File: src/rtl/bram_pkg.sv
// ============================================================================
// Module      : bram_pkg
// Description : Shared constants and the depth helper for the bram block RAM.
// Revision    : 1.0 - initial release
// ============================================================================
`default_nettype none

package bram_pkg;

  localparam int BRAM_DEFAULT_DATA_WIDTH = 8;
  localparam int BRAM_DEFAULT_ADDR_WIDTH = 4;

  // Depth is always the full address space; there is no partial array.
  function automatic int bram_depth(input int addr_width);
    return 1 << addr_width;
  endfunction

endpackage : bram_pkg

`default_nettype wire

File: src/rtl/bram_out_stage.sv
// ============================================================================
// Module      : bram_out_stage
// Description : Optional pipeline register behind the RAM read port; loads
//               every cycle and clears to zero on synchronous reset.
// Revision    : 1.0 - initial release
// ============================================================================
`default_nettype none

module bram_out_stage #(
  parameter int WIDTH = 8
) (
  input  logic             clk,
  input  logic             rst,
  input  logic [WIDTH-1:0] d,
  output logic [WIDTH-1:0] q
);

  always_ff @(posedge clk) begin
    if (rst) begin
      q <= '0;
    end else begin
      q <= d;
    end
  end

endmodule : bram_out_stage

`default_nettype wire

File: src/rtl/bram.sv
// ============================================================================
// Module      : bram
// Description : Single-port synchronous block RAM, shared address, registered
//               read, write-wins on simultaneous enables. Contents survive
//               reset. Define BRAM_OUT_REG_EN for an extra output register
//               (read latency 2).
// Revision    : 1.0 - initial release
// ============================================================================
`default_nettype none

module bram
  import bram_pkg::*;
#(
  parameter int DATA_WIDTH = BRAM_DEFAULT_DATA_WIDTH,
  parameter int ADDR_WIDTH = BRAM_DEFAULT_ADDR_WIDTH
) (
  input  logic                  clk,
  input  logic                  rst,
  input  logic                  write_enable,
  input  logic                  read_enable,
  input  logic [ADDR_WIDTH-1:0] address,
  input  logic [DATA_WIDTH-1:0] data_in,
  output logic [DATA_WIDTH-1:0] data_out
);

  localparam int DEPTH = bram_depth(ADDR_WIDTH);

  logic [DATA_WIDTH-1:0] r_mem [DEPTH];
  logic [DATA_WIDTH-1:0] r_rd_data;

  // No reset on the array so the tool can map it onto block RAM.
  always_ff @(posedge clk) begin
    if (!rst && write_enable) begin
      r_mem[address] <= data_in;
    end
  end

  always_ff @(posedge clk) begin
    if (rst) begin
      r_rd_data <= '0;
    end else if (read_enable && !write_enable) begin
      r_rd_data <= r_mem[address];
    end
  end

`ifdef BRAM_OUT_REG_EN
  bram_out_stage #(
    .WIDTH (DATA_WIDTH)
  ) u_out_stage (
    .clk (clk),
    .rst (rst),
    .d   (r_rd_data),
    .q   (data_out)
  );
`else
  assign data_out = r_rd_data;
`endif

endmodule : bram

`default_nettype wire

File: config.mk
export PLATFORM = sky130hd
export DESIGN_NAME = bram
export DESIGN_NICKNAME = d
export VERILOG_FILES = /design/src/rtl/bram_pkg.sv /design/src/rtl/bram_out_stage.sv /design/src/rtl/bram.sv
export SDC_FILE = /design/constraint.sdc
export NUM_CORES = 1
export LEC_CHECK = 0
export CORE_MARGIN = 10
export CORE_UTILIZATION = 55
export CTS_BUF_LIST = sky130_fd_sc_hd__clkbuf_8 sky130_fd_sc_hd__clkbuf_16
export DETAILED_ROUTE_END_ITERATION = 7
export GPL_TIMING_DRIVEN = 0
export MAX_ROUTING_LAYER = met4
export PLACE_DENSITY = 0.73
export SYNTH_ARGS = -nofsm -noshare
export SYNTH_HDL_FRONTEND = slang
export SYNTH_SLANG_ARGS = --single-unit
File: constraint.sdc
create_clock -name clk -period 2.8 [get_ports clk]
set_input_delay 0.42 -clock clk [delete_from_list [all_inputs] [get_ports clk]]
set_output_delay 0.42 -clock clk [all_outputs]
set_load 0.01 [all_outputs]
==> flow_summary_export.csv, run 1 <==
group,metric,value,unit
synthesis,ys_warn_count,0,
detailed_routing,antenna_left,0,
final_layout,final_nets,363,
synthesis,synth_ff_type,"edfxtp_1",
final_layout,drive_above_1_share,14.2,%
worst_setup_path,criticalPathCategory,"primary input to flop",
run,drv_cap,0,
sta,hold_violations,0,
worst_setup_path,start_kind,"primary input",
grt,grt_start_max_net_pins,17,
worst_hold_path,worstHoldEndpoint,"data_out[0]",
grt,antenna_found_initial,0,
placed_design,gp_congestion,0.819,
die,num_rows,36,
detailed_routing,vias,2955,
final_layout,area_growth,18.9,%
placed_design,dpl.hpwl,7.09,mm
cts,cts_buffers,17,
cts,cts_resized,0,
die,fp.dieH,119,um
sta,hold_ws,0.493,ns
power_and_ir_drop,leakage,0.00222,uW
detailed_routing,wirelength,11.2,mm
sta,rsz0062_at_grt,"false",
synthesis,synth-seq-cells,136,
synthesis,syn_area,5420,um^2
die,io_pins,24,
cts,cts_setup_buffers,0,
placed_design,io_buffers,22,
power_and_ir_drop,p_total,4850,uW
worst_setup_path,cp.required,2.93,ns
worst_hold_path,min-delay-path-class,"primary input to flop",
cts,cts_tree,"built",
die,start_util,56.0,%
worst_setup_path,cp.arrival,2.67,ns
sta,final-setup-viol-count,0,
detailed_routing,wl_per_cell,22.7,um
worst_setup_path,r2r_cells,3,
sta,slew_headroom,15.7,%
sta,fin_skew,0.00600,ns
final_layout,n_antenna_cell,0,
cts,clk_latency,0.53,ns
die,core,9680,um^2
grt,grtUsageTotal,16.8,%
synthesis,yosysUniqueCellTypes,30,
grt,overflow,0,
worst_setup_path,critical_path_peak_fanout,9,
sta,report.final.slew_viol_count,0,
sta,fin_crit,2.54,ns
sta,fin_ws,0.264,ns
synthesis,synth_edf_count,128,
synthesis,yosysSeqAreaShare,73.9,%
worst_setup_path,rrSetupSlack,1.21,ns
power_and_ir_drop,vdd_drop_max,0.000472,V
run_status,outcome,"finished clean",
sta,finalCritPeriodShare,90.6,%
detailed_routing,drc,0,
sta,clock.fmax,0.394,GHz
die,die_w,119,um
synthesis,synthArstFlopShare,0,%
cts,cts.htree.levels,4,
power_and_ir_drop,powerDensity,753,nW/um^2
worst_hold_path,worstHoldStart,"address[1]",
synthesis,avgSynthCellArea,17.7,um^2
cts,cts_root_buf,"clkbuf_8",
final_layout,nFillCells,652,
synthesis,synth_cells,306,
placed_design,dp_slack,-0.356,ns
cts,cts.sinks,136,
final_layout,final_common_cell,"edfxtp_1",
grt,grt_pass1_wl,17.2,mm
worst_setup_path,worstReg2RegEnd,"data_out[7]",
die,die-area,14200,um^2
final_layout,mostFrequentLayoutCells,"edfxtp_1, mux2i_1, clkdlybuf4s50_1, nor2_1, clkbuf_16",
cts,clkTransAtPathRegs,0.06,ns
final_layout,multi_input_area,1280,um^2
worst_setup_path,end_kind,"flop",
cts,cts.path.max_buffers,2,
cts,hold_buffers,0,
sta,max_slew.worst_pin.slew,1.25,ns
worst_hold_path,min_path_cells,4,
detailed_routing,avgViaCountPerCell,5.99,
detailed_routing,drt_iter0_drc,223,
grt,grt_pass1_vias,2972,
synthesis,synthesis.nets,322,
final_layout,register_area,4000,um^2
detailed_routing,first_pass_iters,6,
worst_setup_path,r2r_start,"r_mem[8][7]",
flip-flops by register name, indices dropped and copies added, names as in the netlist:
register / cells
r_mem: 128
data_out: 8
cell type report:
type	count	area share [%]
Sequential cell	136	62.1
Clock inverter	13	2.89
Buffer	19	2.17
Tap cell	133	2.58
Timing Repair Buffer	22	3.42
Multi-Input combinational cell	150	19.9
Inverter	1	0.0582
Clock buffer	19	6.85
where the power goes:
part | switching (uW) | internal, uW | leakage (uW)
Combinational | 150 | 108 | 0.000677
Clock | 766 | 1560 | 0.000320
Sequential | 9.67 | 2260 | 0.00122
cells by family (layout without fill, tap and decap cells):
kind of cell           count (synthesis)  in the layout  share of synthesized area [%]
multiplexers                          56             56                           12.9
flip-flops                           136            136                           73.9
buffers and inverters                 20             74                           2.65
AO/OA/AOI/OAI                         44             44                           6.25
AND/OR/NAND/NOR                       50             50                           4.32
cell usage after synthesis (all sizes together) (7+ instances only):
master | n | area, um^2
a41oi | 7 | 61.3
buf | 12 | 114
clkbuf | 7 | 26.3
dfxtp | 8 | 160
edfxtp | 128 | 3840
mux2 | 8 | 90.1
mux2i | 40 | 400
mux4 | 8 | 210
nand2 | 11 | 41.3
nor2 | 16 | 60.1
o21bai | 7 | 52.6
o22ai | 8 | 50.1
worst max path at each step:
| stage | endpoint | slack [ns] | cells after the start | from |
|---|---|---|---|---|
| 6_report | r_mem[1][6] | 0.26 | 4 | rst |
| 5_1_grt | r_mem[1][4] | 0.13 | 6 | address[0] |
| 4_1_cts | r_mem[2][3] | 0.18 | 6 | address[0] |
| 3_5_place_dp | r_mem[2][5] | -0.36 | 6 | address[0] |
| 3_3_place_gp | r_mem[2][5] | -0.28 | 6 | address[0] |
| 2_1_floorplan | r_mem[2][0] | 0.72 | 5 | address[1] |
routing by layer:
metal | vias to the layer above | wire length [um] | global-route usage (%)
met2 | 147 | 5370 | 25.2
met5 | - | 0 | -
met4 | 0 | 246 | 6.95
met1 | 1468 | 4780 | 21.0
met3 | 23 | 818 | 5.10
li1 | 1317 | - | -
through the flow:
step                instance area, um^2  std cells  util, %  TNS [ns]
detailed placement                 5810        461     60.0     -7.94
finish                             6450        493     66.6         0
floorplan                          5420        306        -         0
global placement                   5810        461     60.0     -6.30
global route                       6450        493     66.6         0
CTS                                6440        493     66.5         0
critical path, cell delays in order:
cell and delay, ns:
clkdlybuf4s50_1 0.58, nor2b_1 0.38, nand3_1 0.26, nor3_1 1.01
(Power assumes the default switching activity.)
==> run 2, diff against run 1 <==
Settings changed: CAP_MARGIN set to 20, CTS_BUF_LIST sky130_fd_sc_hd__clkbuf_8 sky130_fd_sc_hd__clkbuf_16 to sky130_fd_sc_hd__clkbuf_4.
==> run 2 against run 1 <==
Combinational power about the same. Core utilization fell by 3.3 points. Clock-buffer cell count down 1. Power fell by 22%. Clock skew increased by 0.010 ns. Non-clock buffer count up 4. Global-route usage fell by 0.64 points. Die area unchanged. Critical path type unchanged.
==> flow_summary_export.csv, run 2 (same netlist as run 1, synthesis figures left out) <==
group,metric,value,unit
final_layout,mostFrequentLayoutCells,"edfxtp_1, mux2i_1, clkdlybuf4s50_1, clkbuf_4, nor2_1",
sta,tns,0,ns
power_and_ir_drop,p_switching,826,uW
sta,final-setup-viol-count,0,
die,io_pins,24,
sta,slew_headroom,40.3,%
worst_setup_path,end_kind,"flop",
detailed_routing,wirelength,10.7,mm
sta,finalCritPeriodShare,81.9,%
final_layout,top_register,"r_mem",
die,core,9680,um^2
grt,overflow,0,
final_layout,n_antenna_cell,0,
sta,clock.fmax,0.436,GHz
final_layout,final_common_cell,"edfxtp_1",
run,drv_cap,0,
power_and_ir_drop,leakage,0.00207,uW
sta,fin_skew,0.0161,ns
detailed_routing,avgViaCountPerCell,5.89,
grt,grt_pass1_vias,2939,
final_layout,drive_above_1_share,15.1,%
power_and_ir_drop,switching_share,21.7,%
worst_setup_path,crit_family,"buffers and inverters",
worst_setup_path,crit_slowest_cell,"nor3_1",
worst_setup_path,cp.arrival,2.55,ns
cts,cts_tree,"built",
power_and_ir_drop,p_seq_share,59.4,%
final_layout,area_growth,13.1,%
die,die_w,119,um
cts,cts_resized,0,
placed_design,io_buffers,22,
cts,clkTransAtPathRegs,0.11,ns
power_and_ir_drop,internal_power,2980,uW
grt,grtUsageTotal,16.2,%
detailed_routing,drt_iter0_drc,200,
placed_design,dp_cells,465,
final_layout,final_nets,367,
power_and_ir_drop,vdd_drop_max,0.000390,V
grt,antenna_found_initial,0,
placed_design,gp_congestion,0.819,
worst_setup_path,criticalPathCategory,"primary input to flop",
final_layout,largest_reg_flops,128,
final_layout,finalNonFillerCells,497,
cts,hold_buffers,0,
worst_setup_path,critical_path_peak_fanout,10,
detailed_routing,vias,2925,
cts,cts_root_buf,"clkbuf_4",
cts,cts_buffers,17,
placed_design,dpl.hpwl,7.21,mm
power_and_ir_drop,powerDensity,620,nW/um^2
worst_hold_path,min-delay-path-class,"primary input to flop",
die,start_util,56.0,%
die,fp.dieH,119,um
sta,report.final.slew_viol_count,0,
cts,cts.htree.levels,4,
sta,fin_crit,2.29,ns
cts,cts.path.max_buffers,2,
detailed_routing,first_pass_iters,5,
cts,cts.sinks,136,
worst_setup_path,start_kind,"primary input",
placed_design,place_area,5840,um^2
detailed_routing,wl_per_cell,21.6,um
grt,grt_pass1_wl,16.7,mm
sta,hold_violations,0,
worst_setup_path,cp.required,3.05,ns
run_status,outcome,"finished clean",
grt,grt_start_max_net_pins,17,
power_and_ir_drop,clkPwrFrac,33.8,%
die,die-area,14200,um^2
die,num_rows,36,
sta,rsz0062_at_grt,"false",
sta,hold_ws,0.460,ns
detailed_routing,antenna_left,0,
worst_setup_path,crit_buf_inv,4,
final_layout,fin_area,6130,um^2
cts,clk_latency,0.54,ns
sta,max_slew.worst_pin.slew,0.889,ns
cts,cts_setup_buffers,0,
worst_setup_path,path_cells,"clkdlybuf4s50_1, buf_6, nor2b_1, clkbuf_1, nand2_1, nor3_1, buf_4",
worst_setup_path,max_stage_delay,0.58,ns
power_and_ir_drop,pwr-share-comb,6.7,%
detailed_routing,drc,0,
==> run 2: final cells by class <==
class | count | area, um^2
Clock inverter | 14 | 156
Fill cell | 697 | 3550
Sequential cell | 136 | 4000
Timing Repair Buffer | 26 | 250
Buffer | 19 | 140
Inverter | 1 | 3.75
Tap cell | 133 | 166
Multi-Input combinational cell | 150 | 1270
Clock buffer | 18 | 135
==> run 2: worst paths after layout <==
kind	startpoint	end	slack, ns	depth (start not counted)
worst max-delay path	address[0]	r_mem[2][0]	0.51	7
worst min-delay path	address[1]	data_out[0]	0.46	4
worst max register to register	r_mem[8][7]	data_out[7]	1.23	3
worst min register to register	data_out[6]	data_out[6]	0.54	2
==> run 2: per-layer routing <==
| layer | GRT usage [%] | part of all wire, % |
|---|---|---|
| met1 | 19.6 | 42 |
| met2 | 24.8 | 47 |
| met3 | 4.91 | 8.3 |
| met4 | 6.79 | 1.9 |
| met5 | - | 0 |
==> run 2: power by group through the flow <==
stage	logic [uW]	registers [uW]	clock network, uW
floorplan	137	2310	0
global route	273	2260	1410
finish	255	2260	1290
detailed placement	254	2310	0
CTS	255	2260	1310
global placement	248	2310	0
==> run 2: worst min-delay path: stages <==
cell and delay [ns]:
buf_2 0.17, a2bb2oi_1 0.17, nand3_1 0.09, a41oi_1 0.10
==> run 2: through the flow <==
| stage | power [uW] | util, % | setup WS (ns) |
|---|---|---|---|
| floorplan | 2440 | - | 0.724 |
| global placement | 2550 | 60.0 | -0.280 |
| finish | 3800 | 63.3 | 0.507 |
| detailed placement | 2560 | 60.3 | -0.0481 |
| CTS | 3820 | 63.3 | 0.528 |
| global route | 3940 | 63.3 | 0.349 |
